[src/rtl/pred_acc_cpu_pkg.sv]
// Shared definitions for the predicated accumulator CPU: field enums, field
// offsets inside the control slice, the instruction decoder and the predicate.
// Instruction layout (MSB..LSB): if_flag, if_not_flag, set_flag, op[2], src[2], wb[3], imm[WORD_W].
package cpu_pkg;

  typedef enum logic [1:0] {
    OP_ADD  = 2'd0,
    OP_SUB  = 2'd1,
    OP_XOR  = 2'd2,
    OP_PASS = 2'd3
  } alu_op_e;

  typedef enum logic [1:0] {
    SRC_IMM = 2'd0,
    SRC_ANS = 2'd1,
    SRC_IN  = 2'd2,
    SRC_ACC = 2'd3
  } src_e;

  // Encodings 5-7 are legal in the instruction word and mean "no writeback".
  typedef enum logic [2:0] {
    WB_NON = 3'd0,
    WB_ACC = 3'd1,
    WB_ANS = 3'd2,
    WB_OUT = 3'd3,
    WB_JMP = 3'd4
  } wb_e;

  // Control slice sits directly above the immediate; offsets are relative to it.
  localparam int CTL_W           = 10;
  localparam int CTL_WB_LSB      = 0;
  localparam int CTL_SRC_LSB     = 3;
  localparam int CTL_OP_LSB      = 5;
  localparam int CTL_SET_FLAG    = 7;
  localparam int CTL_IF_NOT_FLAG = 8;
  localparam int CTL_IF_FLAG     = 9;

  // Widest datapath the decoder handles; callers zero-extend their word.
  localparam int MAX_WORD_W  = 64;
  localparam int MAX_INSTR_W = CTL_W + MAX_WORD_W;

  typedef struct packed {
    logic                  exec_if_flag;
    logic                  exec_if_not_flag;
    logic                  set_flag;
    alu_op_e               op;
    src_e                  src;
    logic [2:0]            wb;
    logic [MAX_WORD_W-1:0] imm;
  } instr_t;

  // word_w is an elaboration constant at every call site, so the shifts
  // collapse to plain wiring.
  function automatic instr_t decode(input logic [MAX_INSTR_W-1:0] instr,
                                    input int unsigned word_w);
    instr_t                 f;
    logic [MAX_INSTR_W-1:0] shifted;
    logic [CTL_W-1:0]       ctl;
    shifted            = instr >> word_w;
    ctl                = shifted[CTL_W-1:0];
    f.exec_if_flag     = ctl[CTL_IF_FLAG];
    f.exec_if_not_flag = ctl[CTL_IF_NOT_FLAG];
    f.set_flag         = ctl[CTL_SET_FLAG];
    f.op               = alu_op_e'(ctl[CTL_OP_LSB +: 2]);
    f.src              = src_e'(ctl[CTL_SRC_LSB +: 2]);
    f.wb               = ctl[CTL_WB_LSB +: 3];
    f.imm              = MAX_WORD_W'(instr & ~({MAX_INSTR_W{1'b1}} << word_w));
    return f;
  endfunction

  // Both predicate bits set can never be satisfied, which gives a free NOP.
  function automatic logic pred_exec(input logic if_flag, input logic if_not_flag,
                                     input logic flag);
    return (!if_flag || flag) && (!if_not_flag || !flag);
  endfunction

endpackage

[src/rtl/pred_acc_cpu_if.sv]
// Program-load and port-handshake bundle for pred_acc_cpu.
// slave: the core (consumes prog/in, produces out); master: the surrounding system.
// Signals: prog_we/prog_addr/prog_data, in_data/in_valid/in_ready, out_data/out_valid/out_ready.
interface pred_acc_cpu_if
  import cpu_pkg::*;
#(
  parameter int WORD_W    = 8,
  parameter int ROM_DEPTH = 8
);
  localparam int AW      = $clog2(ROM_DEPTH);
  localparam int INSTR_W = CTL_W + WORD_W;

  logic               prog_we;
  logic [AW-1:0]      prog_addr;
  logic [INSTR_W-1:0] prog_data;

  logic [WORD_W-1:0]  in_data;
  logic               in_valid;
  logic               in_ready;

  logic [WORD_W-1:0]  out_data;
  logic               out_valid;
  logic               out_ready;

  modport master (
    output prog_we, prog_addr, prog_data, in_data, in_valid, out_ready,
    input  in_ready, out_data, out_valid
  );

  modport slave (
    input  prog_we, prog_addr, prog_data, in_data, in_valid, out_ready,
    output in_ready, out_data, out_valid
  );
endinterface

[src/rtl/pred_acc_cpu_alu.sv]
// Combinational WORD_W-bit ALU: a, b, op -> result plus a per-op status flag.
// Ports: a_i, b_i operands; op_i operation; result_o WORD_W result; flag_o status.
// Flag: ADD carry, SUB borrow, XOR equality, PASS b==0. Zero latency, no backpressure.
module alu_w
  import cpu_pkg::*;
#(
  parameter int WORD_W = 8
) (
  input  logic [WORD_W-1:0] a_i,
  input  logic [WORD_W-1:0] b_i,
  input  alu_op_e           op_i,
  output logic [WORD_W-1:0] result_o,
  output logic              flag_o
);

  logic [WORD_W:0] sum;
  assign sum = {1'b0, a_i} + {1'b0, b_i};

  always_comb begin
    result_o = '0;
    flag_o   = 1'b0;
    case (op_i)
      OP_ADD: begin
        result_o = sum[WORD_W-1:0];
        flag_o   = sum[WORD_W];
      end
      OP_SUB: begin
        result_o = a_i - b_i;
        flag_o   = (a_i < b_i);
      end
      OP_XOR: begin
        result_o = a_i ^ b_i;
        flag_o   = (a_i == b_i);
      end
      OP_PASS: begin
        result_o = b_i;
        flag_o   = (b_i == '0);
      end
      default: ;
    endcase
  end

endmodule

[src/rtl/pred_acc_cpu.sv]
// Single-issue predicated accumulator CPU with writable program memory.
// Latency: one instruction per cycle; memory writes visible to fetch the cycle after.
// Backpressure: an executing instruction stalls (pc frozen) until its input/output port handshake can complete.
// Ports: clk, rst (sync, active high), run (execute enable), bus (prog load + in/out
// handshakes), pc (program counter), flag (flag register), stall (blocked by a port).
module pred_acc_cpu
  import cpu_pkg::*;
#(
  parameter int WORD_W    = 8,
  parameter int ROM_DEPTH = 8
) (
  input  logic                         clk,
  input  logic                         rst,
  input  logic                         run,
  pred_acc_cpu_if.slave                bus,
  output logic [$clog2(ROM_DEPTH)-1:0] pc,
  output logic                         flag,
  output logic                         stall
);

  localparam int AW      = $clog2(ROM_DEPTH);
  localparam int INSTR_W = CTL_W + WORD_W;

  logic [INSTR_W-1:0] mem_q [ROM_DEPTH];

  logic [AW-1:0]     pc_q, pc_d, pc_inc;
  logic [WORD_W-1:0] acc_q, acc_d;
  logic [WORD_W-1:0] ans_q, ans_d;
  logic              flag_q, flag_d;
  logic [WORD_W-1:0] out_data_q, out_data_d;
  logic              out_valid_q, out_valid_d;

  logic [INSTR_W-1:0] instr;
  instr_t             dec;
  logic [WORD_W-1:0]  imm;
  logic [WORD_W-1:0]  alu_b;
  logic [WORD_W-1:0]  alu_res;
  logic               alu_flag;
  logic               exec, in_ok, out_ok, step;
  logic               unused_imm_hi;

  // Program memory: no reset, written whenever prog_we is high.
  always_ff @(posedge clk) begin
    if (bus.prog_we) begin
      mem_q[bus.prog_addr] <= bus.prog_data;
    end
  end

  assign instr         = mem_q[pc_q];
  assign dec           = decode(MAX_INSTR_W'(instr), WORD_W);
  assign imm           = dec.imm[WORD_W-1:0];
  assign unused_imm_hi = ^(dec.imm >> WORD_W);

  assign exec   = pred_exec(dec.exec_if_flag, dec.exec_if_not_flag, flag_q);
  assign pc_inc = pc_q + AW'(1);

  always_comb begin
    alu_b = imm;
    case (dec.src)
      SRC_IMM: alu_b = imm;
      SRC_ANS: alu_b = ans_q;
      SRC_IN:  alu_b = bus.in_data;
      SRC_ACC: alu_b = acc_q;
      default: ;
    endcase
  end

  alu_w #(.WORD_W(WORD_W)) u_alu (
    .a_i      (acc_q),
    .b_i      (alu_b),
    .op_i     (dec.op),
    .result_o (alu_res),
    .flag_o   (alu_flag)
  );

  // The output slot is free if empty or being drained this very cycle.
  assign in_ok  = (dec.src != SRC_IN) || bus.in_valid;
  assign out_ok = (dec.wb != WB_OUT) || !out_valid_q || bus.out_ready;
  assign step   = in_ok && out_ok;

  // in_ready also waits for out_ok so input is only taken when the instruction
  // retires. Nothing handshakes during the reset cycle.
  assign bus.in_ready  = !rst && run && exec && (dec.src == SRC_IN) && out_ok;
  assign stall         = !rst && run && exec && !step;
  assign bus.out_valid = out_valid_q && !rst;
  assign bus.out_data  = out_data_q;
  assign pc            = pc_q;
  assign flag          = flag_q;

  always_comb begin
    pc_d        = pc_q;
    acc_d       = acc_q;
    ans_d       = ans_q;
    flag_d      = flag_q;
    out_data_d  = out_data_q;
    out_valid_d = out_valid_q;

    // Draining is independent of run; a same-cycle OUT write below overrides.
    if (out_valid_q && bus.out_ready) begin
      out_valid_d = 1'b0;
    end

    if (run && !exec) begin
      pc_d = pc_inc;
    end else if (run && step) begin
      pc_d = (dec.wb == WB_JMP) ? alu_res[AW-1:0] : pc_inc;
      case (dec.wb)
        WB_ACC: acc_d = alu_res;
        WB_ANS: ans_d = alu_res;
        WB_OUT: begin
          out_data_d  = alu_res;
          out_valid_d = 1'b1;
        end
        default: ;
      endcase
      if (dec.set_flag) begin
        flag_d = alu_flag;
      end
    end
  end

  always_ff @(posedge clk) begin
    if (rst) begin
      pc_q        <= '0;
      acc_q       <= '0;
      ans_q       <= '0;
      flag_q      <= 1'b0;
      out_data_q  <= '0;
      out_valid_q <= 1'b0;
    end else begin
      pc_q        <= pc_d;
      acc_q       <= acc_d;
      ans_q       <= ans_d;
      flag_q      <= flag_d;
      out_data_q  <= out_data_d;
      out_valid_q <= out_valid_d;
    end
  end

endmodule

[src/flat_wrapper.sv]
// flat-port wrapper written by rule: the top's interface ports become plain ports
module pred_acc_cpu_flat import cpu_pkg::*;
#(
  parameter int WORD_W    = 8,
  parameter int ROM_DEPTH = 8
)
  (clk, rst, run, pc, flag, stall, bus_prog_we, bus_prog_addr, bus_prog_data, bus_in_data, bus_in_valid, bus_out_ready, bus_in_ready, bus_out_data, bus_out_valid);
  pred_acc_cpu_if #(.WORD_W(WORD_W), .ROM_DEPTH(ROM_DEPTH)) bus_i ();
  input  logic clk;
  input  logic rst;
  input  logic run;
  output logic [$clog2(ROM_DEPTH)-1:0] pc;
  output logic flag;
  output logic stall;
  input wire logic [$bits(bus_i.prog_we)-1:0] bus_prog_we;
  input wire logic [$bits(bus_i.prog_addr)-1:0] bus_prog_addr;
  input wire logic [$bits(bus_i.prog_data)-1:0] bus_prog_data;
  input wire logic [$bits(bus_i.in_data)-1:0] bus_in_data;
  input wire logic [$bits(bus_i.in_valid)-1:0] bus_in_valid;
  input wire logic [$bits(bus_i.out_ready)-1:0] bus_out_ready;
  output wire logic [$bits(bus_i.in_ready)-1:0] bus_in_ready;
  output wire logic [$bits(bus_i.out_data)-1:0] bus_out_data;
  output wire logic [$bits(bus_i.out_valid)-1:0] bus_out_valid;
  assign bus_i.prog_we = bus_prog_we;
  assign bus_i.prog_addr = bus_prog_addr;
  assign bus_i.prog_data = bus_prog_data;
  assign bus_i.in_data = bus_in_data;
  assign bus_i.in_valid = bus_in_valid;
  assign bus_i.out_ready = bus_out_ready;
  assign bus_in_ready = bus_i.in_ready;
  assign bus_out_data = bus_i.out_data;
  assign bus_out_valid = bus_i.out_valid;
  pred_acc_cpu #(.WORD_W(WORD_W), .ROM_DEPTH(ROM_DEPTH)) u_core (.clk(clk), .rst(rst), .run(run), .bus(bus_i), .pc(pc), .flag(flag), .stall(stall));
endmodule
[config.mk]
export PLATFORM = sky130hd
export DESIGN_NAME = pred_acc_cpu_flat
export DESIGN_NICKNAME = d
export VERILOG_FILES = /design/src/rtl/pred_acc_cpu_pkg.sv /design/src/rtl/pred_acc_cpu_if.sv /design/src/rtl/pred_acc_cpu_alu.sv /design/src/rtl/pred_acc_cpu.sv /design/src/flat_wrapper.sv
export SDC_FILE = /design/constraint.sdc
export NUM_CORES = 1
export LEC_CHECK = 0
export CORE_MARGIN = 4
export CORE_UTILIZATION = 47
export CTS_CLUSTER_DIAMETER = 50
export CTS_CLUSTER_SIZE = 10
export DETAILED_ROUTE_END_ITERATION = 12
export GPL_TIMING_DRIVEN = 0
export HOLD_SLACK_MARGIN = 0.06
export PLACE_DENSITY = 0.7
export SYNTH_ARGS = -nofsm -noshare
export SYNTH_HDL_FRONTEND = slang
export SYNTH_SLANG_ARGS = --single-unit
[constraint.sdc]
create_clock -name clk -period 7.7 [get_ports clk]
set_clock_uncertainty 0.1 [all_clocks]
set_input_delay 1.155 -clock clk [delete_from_list [all_inputs] [get_ports clk]]
set_output_delay 1.155 -clock clk [all_outputs]
set_load 0.005 [all_outputs]
==> results_dict.tcl, run 1 <==
set metrics [dict create \
    status "finished clean" \
    grt_setup_unrepaired "no" \
    syn_avg_cell_area_um2 15.23 \
    grt_overflow 0 \
    switchingPower_uw 686.9 \
    via_count 4949 \
    endpoint_kind "flop" \
    yosys_most_used_dff "edfxtp_1" \
    drive_gt1_share_pct 20.42 \
    cts-root-buf "clkbuf_16" \
    core_region_area_mm2 0.01664 \
    path_buf_inv 6 \
    grtUsageMet3_pct 3.172 \
    port_buffers 49 \
    worst_pin_slew_ns 0.8927 \
    grt_pass1_vias 5055 \
    grt_use_total_pct 19.15 \
    fin_tns_setup_ns 0 \
    power_frac_comb_pct 21.9 \
    fin_area_mm2 0.009537 \
    clock_latency_ns 0.42 \
    postCtsHoldBufs 0 \
    rows 47 \
    synthDistinctLibCells 63 \
    use_met1_pct 25.47 \
    initialDrtViolationCount 436 \
    critPathArrivalTime_ns 5.68 \
    yosys_warnings 0 \
    synth_edf_count 144 \
    synth.net_count 582 \
    grt_max_degree 17 \
    seqPwrFrac_pct 43.9 \
    first_pass_iters 5 \
    critical_path_depth 18 \
    place_congestion 0.9369 \
    cts_resized 0 \
    grt-busiest-layer "met2" \
    cts_tree "yes" \
    syn2layout_area_growth_pct 18.82 \
    clockPowerShare_pct 34.2 \
    wl_per_cell_um 21.37 \
    path_class "reg2reg" \
    worstPathCellList "buf_2 -> buf_2 -> buf_2 -> mux2i_1 -> buf_2 -> buf_2 -> mux2i_1 -> mux2i_1 -> ha_1 -> inv_1 -> fa_1 -> nor2b_1 -> o21a_1 -> o21ai_0 -> a211o_1 -> o311ai_0 -> a2111o_1 -> mux2i_1" \
    chipWidth_um 138.7 \
    intPower_uw 1780 \
    syn_area_mm2 0.008026 \
    hold_violations 0 \
    htreeDepth 4 \
    r2r_cells 18 \
    antennaDiodeCount 0 \
    finalPower_uw 2467 \
    cp_common_cell "buf_2" \
    critical_path.max_fanout 10 \
    grtUsageMet2_pct 32.12 \
    final_cell_count_no_fill 837 \
    clk_pin_slew_ns 0.07 \
    yosys.area.top_type "edfxtp_1" \
    hold_depth 2 \
    period_share_pct 70.47 \
    nets 659 \
    ant_nets 0 \
    ir_drop_mv 0.1671 \
    drc 0 \
    synth.top_cells.by_count "edfxtp_1 (144), mux4_2 (37), mux2i_1 (36)" \
    dpl-instance-area_mm2 0.008950 \
    synthArstFlopShare_pct 0 \
    setup_viol 0 \
    required_ns 7.95 \
    synth.most_common_cell "edfxtp_1" \
    crit_family "buffers and inverters" \
    fin_util_pct 57.30 \
    max_freq_mhz 184.3 \
    synthCells 527 \
    postCtsSetupRepairBufs 0 \
    grt_pass1_wl_mm 28.44 \
    drv_slew 0 \
    slew_headroom_pct 40.16 \
    synth.top_cell.area_share_pct 53.87 \
    grt_antenna_before_repair 0 \
    p_leak_uw 0.003186 \
    io_pins 50 \
    power.density_mw_per_mm2 258.7 \
    totalWireLength_mm 17.89 \
    dieArea_mm2 0.01923 \
    maxCapViolCount 0 \
    slowest_delay_ns 0.47 \
    synth_area_leaders "edfxtp_1 (54%), mux4_2 (10%), dfxtp_1 (8.0%)" \
    swShare_pct 27.85 \
    cp_slowest_cell "fa_1" \
    yosysSeqAreaShare_pct 61.86 \
    clkSinkCount 176 \
    viasPerCell 5.913 \
    numCtsBuffers 17 \
    ys_seq_elements 176 \
    start_util_pct 48.23 \
    period_minus_slack_ns 5.426 \
    hp-class "reg2reg" \
    die_h_um 138.7 \
    start_kind "flop" \
    hpwl_mm 12.93 \
    clockBufferDepth 2 \
    dp.cells 805 \
]
[power groups by stage]
stage	sequential [uW]	combinational (uW)	clock, uW
3_5_place_dp	1100	536	0
3_3_place_gp	1100	524	0
4_1_cts	1080	540	857
6_report	1080	539	844
5_1_grt	1090	590	903
2_1_floorplan	1100	373	0
[placed cells by master, fill, tap and decap left out, drive strengths merged, types with 5 or more instances in the layout]
cell	n
edfxtp	144
clkdlybuf4s50	49
mux4	37
mux2i	37
nor2	34
dfxtp	32
buf	28
clkbuf	25
inv	24
ha	18
nand2	17
a21oi	16
o21ai	15
mux2	12
nand2b	12
nor3	10
a211oi	7
o211ai	6
nand3	6
o21a	5
nand4	5
[per-layer routing]
layer	vias up	wire length [um]
li1	2238	-
met1	2506	7571
met2	167	9070
met3	38	775
met4	0	471
met5	-	0
[worst reg2reg max path, delay by kind of cell (launching register included)]
kind / cells / cell delay (ns)
buffers and inverters: 6 / 1.80
AOI/OAI and AO/OA: 5 / 1.32
muxes: 4 / 0.97
adders and majority gates: 2 / 0.70
DFF: 1 / 0.32
and+or+nand+nor: 1 / 0.15
[sequential cells by signal (all words and copies together), names as in the netlist, named ones only]
register             flops
u_core.bus.out_data      8
u_core.out_valid_q       1
u_core.ans_q             8
u_core.mem_q           144
u_core.acc_q             8
u_core.flag              1
u_core.pc                3
[per-stage QoR]
stage	setup slack (ns)	hold slack (ns)
2_1_floorplan	3.393	0.3344
3_3_place_gp	2.304	0.3532
3_5_place_dp	2.294	0.3564
4_1_cts	2.252	0.3686
5_1_grt	1.954	0.4128
6_report	2.274	0.3633
[layout make-up]
cell class | instances | area [um^2]
multi-input cells | 305 | 2875
fillers | 1279 | 7106
inverters | 20 | 75.07
plain buffers | 26 | 136.4
clock inverters | 14 | 157.7
repair buffers | 58 | 623.1
flip-flops and latches | 176 | 4965
well taps | 220 | 275.3
clock buffers | 18 | 429.2
[final timing paths]
check / start / endpoint / slack [ns]
max: flop / u_core.acc_q[6] / 2.27
min: u_core.bus.out_data[6] / u_core.bus.out_data[6] / 0.36
max reg2reg: flop / u_core.acc_q[6] / 2.27
min reg2reg: u_core.bus.out_data[6] / u_core.bus.out_data[6] / 0.36
[kinds of logic after synthesis]
kind of cell | Yosys count | share of synthesized area (%)
flops | 176 | 61.86
buf+inv | 46 | 2.635
simple gates | 111 | 7.483
mux | 86 | 16.73
fa+ha+maj | 20 | 3.305
compound gates | 88 | 7.997
Note: power is estimated with default switching activity, not from simulation.
==> inputs of run 2 (changes only) <==
--- a/config.mk
+++ b/config.mk
@@ -12,7 +12,7 @@
 export DETAILED_ROUTE_END_ITERATION = 12
 export GPL_TIMING_DRIVEN = 0
 export HOLD_SLACK_MARGIN = 0.06
-export PLACE_DENSITY = 0.7
+export PLACE_DENSITY = 0.72
 export SYNTH_ARGS = -nofsm -noshare
 export SYNTH_HDL_FRONTEND = slang
 export SYNTH_SLANG_ARGS = --single-unit
==> constraint.sdc (replaced) <==
create_clock -name clk -period 4.4 [get_ports clk]
set_clock_uncertainty 0.1 [all_clocks]
set_input_delay 0.66 -clock clk [delete_from_list [all_inputs] [get_ports clk]]
set_output_delay 0.66 -clock clk [all_outputs]
set_load 0.005 [all_outputs]
==> results_dict.tcl, run 2 (synthesis results as in run 1) <==
set metrics [dict create \
    max_freq_mhz 231.2 \
    clockPowerShare_pct 34.1 \
    power.density_mw_per_mm2 455.3 \
    start_util_pct 48.23 \
    antennaDiodeCount 0 \
    endpoint_kind "output port" \
    slew_headroom_pct 41.06 \
    dp.cells 806 \
    setup_viol 0 \
    hold_violations 0 \
    worst_pin_slew_ns 0.8595 \
    switchingPower_uw 1258 \
    wl_met1_mm 8.037 \
    start_kind "flop" \
    status "finished clean" \
    period_share_pct 98.31 \
    maxCapViolCount 0 \
    io_pins 50 \
    fin_area_mm2 0.009753 \
    required_ns 3.64 \
    grt_pass1_wl_mm 28.57 \
    grt_max_degree 20 \
    clock_latency_ns 0.43 \
    intPower_uw 3182 \
    rows 47 \
    final_cell_mix "edfxtp_1 (144), clkdlybuf4s50_1 (49), mux4_2 (37)" \
    drc 0 \
    numCtsBuffers 17 \
    path_class "reg2out" \
    first_pass_iters 5 \
    grt_pass1_vias 5031 \
    ir_drop_mv 0.3339 \
    nets 666 \
    clockBufferDepth 2 \
    cts_tree "yes" \
    dr.max_layer_used "met4" \
    dieArea_mm2 0.01923 \
    clkSinkCount 176 \
    hpwl_mm 13.07 \
    initialDrtViolationCount 380 \
    grt_use_total_pct 19.31 \
    critical_path.max_fanout 7 \
    swShare_pct 28.32 \
    clk_pin_slew_ns 0.07 \
    hp-class "reg2reg" \
    totalWireLength_mm 18.12 \
    port_buffers 49 \
    largest_reg_flops 144 \
    via_count 4926 \
    viasPerCell 5.836 \
    cts-root-buf "clkbuf_16" \
    period_minus_slack_ns 4.325 \
    drive_gt1_share_pct 23.40 \
    chipWidth_um 138.7 \
    grt_overflow 0 \
    ant_nets 0 \
    place_congestion 0.9378 \
    core_region_area_mm2 0.01664 \
    wl_per_cell_um 21.47 \
    top_register "u_core.mem_q" \
    dpl-instance-area_mm2 0.008969 \
    grt_antenna_before_repair 0 \
    final_cell_count_no_fill 844 \
    die_h_um 138.7 \
    critPathArrivalTime_ns 3.57 \
    seqPwrFrac_pct 42.7 \
    layout_commonest_cell "edfxtp_1" \
    p_leak_uw 0.003254 \
    met3_length_um 751 \
    syn2layout_area_growth_pct 21.51 \
    wl_met2_mm 8.968 \
    fin_hold_ws_ns 0.3767 \
    power_frac_comb_pct 23.2 \
    htreeDepth 4 \
    drv_slew 0 \
    fin_util_pct 58.60 \
]
## run 2: path summary, 6_finish.rpt
check        cells after the start  slack (ns)                     end              startpoint
min reg2reg                      2        0.38  u_core.bus.out_data[6]  u_core.bus.out_data[6]
max                              6        0.07            bus_in_ready                    flop
min                              2        0.38  u_core.bus.out_data[6]  u_core.bus.out_data[6]
max reg2reg                     17        0.20  u_core.bus.out_data[7]                    flop
## run 2: per-stage QoR
| step | TNS (ns) | total power (uW) | setup slack, ns |
|---|---|---|---|
| after global routing | -0.005134 | 4632 | -0.004256 |
| after detailed placement | -12.66 | 2866 | -0.9531 |
| after CTS | 0 | 4403 | 0.01440 |
| after global placement | -12.14 | 2843 | -0.9629 |
| final | 0 | 4440 | 0.07451 |
| after floorplan | 0 | 2577 | 0.09257 |
## run 2: what timing repair did
item                                    4_1_cts  5_1_grt
resized for setup                            15       18
buffers inserted                              3        6
endpoints found under the setup margin       27       11
hold buffers                                  0        0
pin swaps                                     0        0
gates cloned                                  0        0
## run 2: layout make-up
cell class | instances | area (um^2)
tap | 220 | 275.3
buffer | 23 | 177.7
clock buffer | 17 | 425.4
inverter | 20 | 75.07
timing repair buffer | 68 | 709.4
fill | 1273 | 6889
multi-input combinational | 305 | 2949
clock inverter | 15 | 176.4
sequential | 176 | 4965
## run 2: worst max-delay path, cell delays in order (launching register included)
cell and delay, ns:
dfxtp_1 0.31, buf_4 0.20, mux4_2 0.53, mux4_2 0.56
nand2b_4 0.19, a2111oi_0 0.70, clkdlybuf4s50_1 0.64
## run 2: power groups by stage
stage / combinational [uW] / clock, uW / sequential, uW
after global routing: 1120 / 1610 / 1900
after global placement: 915 / 0 / 1930
after floorplan: 654 / 0 / 1920
final: 1030 / 1520 / 1900
after CTS: 971 / 1540 / 1900
after detailed placement: 934 / 0 / 1930
## run 2: layer usage
metal  vias up  global-route usage, %
met5         -                      0
met4         0                  7.364
met3        27                  3.517
met2       140                  31.76
met1      2505                  25.84
li1       2254                      -
==> inputs of run 3 (changes only) <==
--- a/config.mk
+++ b/config.mk
@@ -5,6 +5,7 @@
 export SDC_FILE = /design/constraint.sdc
 export NUM_CORES = 1
 export LEC_CHECK = 0
+export CORE_ASPECT_RATIO = 0.9
 export CORE_MARGIN = 4
 export CORE_UTILIZATION = 47
 export CTS_CLUSTER_DIAMETER = 50
@@ -13,6 +14,7 @@
 export GPL_TIMING_DRIVEN = 0
 export HOLD_SLACK_MARGIN = 0.06
 export PLACE_DENSITY = 0.72
+export SLEW_MARGIN = 10
 export SYNTH_ARGS = -nofsm -noshare
 export SYNTH_HDL_FRONTEND = slang
 export SYNTH_SLANG_ARGS = --single-unit
==> results_dict.tcl, run 3 (synthesis results as in run 1) <==
set metrics [dict create \
    hpwl_mm 12.59 \
    critical_path.max_fanout 8 \
    start_util_pct 47.68 \
    top_register "u_core.mem_q" \
    clk_pin_slew_ns 0.07 \
    finalPower_uw 4406 \
    grt_overflow 0 \
    clock_latency_ns 0.43 \
    grt_use_total_pct 19.19 \
    worst_pin_slew_ns 0.9493 \
    fin_area_mm2 0.009729 \
    period_share_pct 96.57 \
    hold_start "u_core.bus.out_data[6]" \
    rows 45 \
    chipWidth_um 145.8 \
    cts-root-buf "clkbuf_16" \
    first_pass_iters 5 \
    grt_max_degree 20 \
    power.density_mw_per_mm2 452.8 \
    antennaDiodeCount 0 \
    drive_gt1_share_pct 22.71 \
    period_minus_slack_ns 4.249 \
    die_h_um 132.0 \
    cts_tree "yes" \
    largest_reg_flops 144 \
    fin_tns_setup_ns 0 \
    totalWireLength_mm 17.92 \
    drv_slew 0 \
    final_cell_count_no_fill 832 \
    grt_antenna_before_repair 0 \
    required_ns 4.58 \
    dieArea_mm2 0.01924 \
    setup_viol 0 \
    ir_drop_mv 0.3973 \
    path_class "reg2reg" \
    final_cell_mix "edfxtp_1 (144), clkdlybuf4s50_1 (49), mux4_2 (37)" \
    port_buffers 49 \
    clockBufferDepth 2 \
    via_count 4935 \
    layout_commonest_cell "edfxtp_1" \
    numCtsBuffers 17 \
    initialDrtViolationCount 483 \
    clkSinkCount 176 \
    io_pins 50 \
    hp-class "reg2reg" \
    slew_headroom_pct 34.90 \
    hold_violations 0 \
    nets 663 \
    wl_per_cell_um 21.54 \
    fillerInstances 1259 \
    core_region_area_mm2 0.01683 \
    status "finished clean" \
    place_congestion 0.9138 \
    p_leak_uw 0.003233 \
    grt_pass1_wl_mm 28.19 \
    viasPerCell 5.931 \
    endpoint_kind "flop" \
    drc 0 \
    critPathArrivalTime_ns 4.43 \
    maxCapViolCount 0 \
    start_kind "flop" \
    syn2layout_area_growth_pct 21.22 \
    max_freq_mhz 235.3 \
    htreeDepth 4 \
    dpl-instance-area_mm2 0.008959 \
    grt_pass1_vias 4907 \
    dp.cells 797 \
    ant_nets 0 \
]
[run 3: cell count changes in the layout (fill, tap and decap cells not counted), sizes merged]
cell    before  now
clkinv       5    3
bufinv       2    1
inv         25   26
buf         34   32
clkbuf      25   26
[run 3: metal layers]
metal  part of all wire, %  global-route usage, %
met1                    45                  27.18
met2                    48                  30.35
met3                   5.7                  4.091
met4                   1.3                  5.327
met5                     0                      0
[run 3: final timing paths]
kind                            endpoint  slack, ns  depth (start not counted)
setup / recovery         u_core.acc_q[7]       0.15                         16
hold / removal    u_core.bus.out_data[6]       0.37                          2
setup reg to reg         u_core.acc_q[7]       0.15                         16
hold reg to reg   u_core.bus.out_data[6]       0.37                          2
[run 3: final cells by class]
cell class | instances | area, um^2 | area share [%]
sequential | 176 | 4965 | 51.03
multi-input combinational | 305 | 2965 | 30.48
timing repair buffer | 65 | 688.2 | 7.073
clock buffer | 19 | 432.9 | 4.450
tap | 211 | 264.0 | 2.713
buffer | 23 | 190.2 | 1.955
clock inverter | 13 | 148.9 | 1.530
inverter | 20 | 75.07 | 0.7716
[run 3: timing repair]
action                                  CTS  global route
pin swaps                                 0             2
setup buffers                             3             3
endpoints found under the setup margin   27            15
gates resized for setup                  20            19
hold buffers                              0             0
[run 3: through the flow]
stage               hold slack, ns  worst slack (ns)  utilization [%]
floorplan                   0.3344           0.09257                -
global placement            0.3494            -1.045            52.16
detailed placement          0.3586            -1.136            53.21
CTS                         0.3683           0.03042            57.21
global route                0.4035          -0.01790            57.79
finish                      0.3685            0.1508            57.79
[run 3: worst max-delay path, cell delays in order, from the launching register on]
cell      delay, ns
dfxtp_1        0.33
buf_6          0.16
mux4_2         0.55
mux2i_4        0.28
buf_8          0.17
buf_4          0.14
mux2i_1        0.28
mux2_2         0.28
inv_1          0.06
ha_1           0.36
nor2_1         0.08
a221oi_1       0.37
o21ai_0        0.20
a311oi_1       0.28
o21ai_1        0.15
nand4b_1       0.20
a21oi_1        0.08
[run 3: power by group]
part | internal, uW | switching, uW | leakage, uW
Combinational | 461 | 578 | 0.00139
Sequential | 1870 | 27.2 | 0.00157
Clock | 803 | 670 | 0.000274
Total | 3130 | 1270 | 0.00323
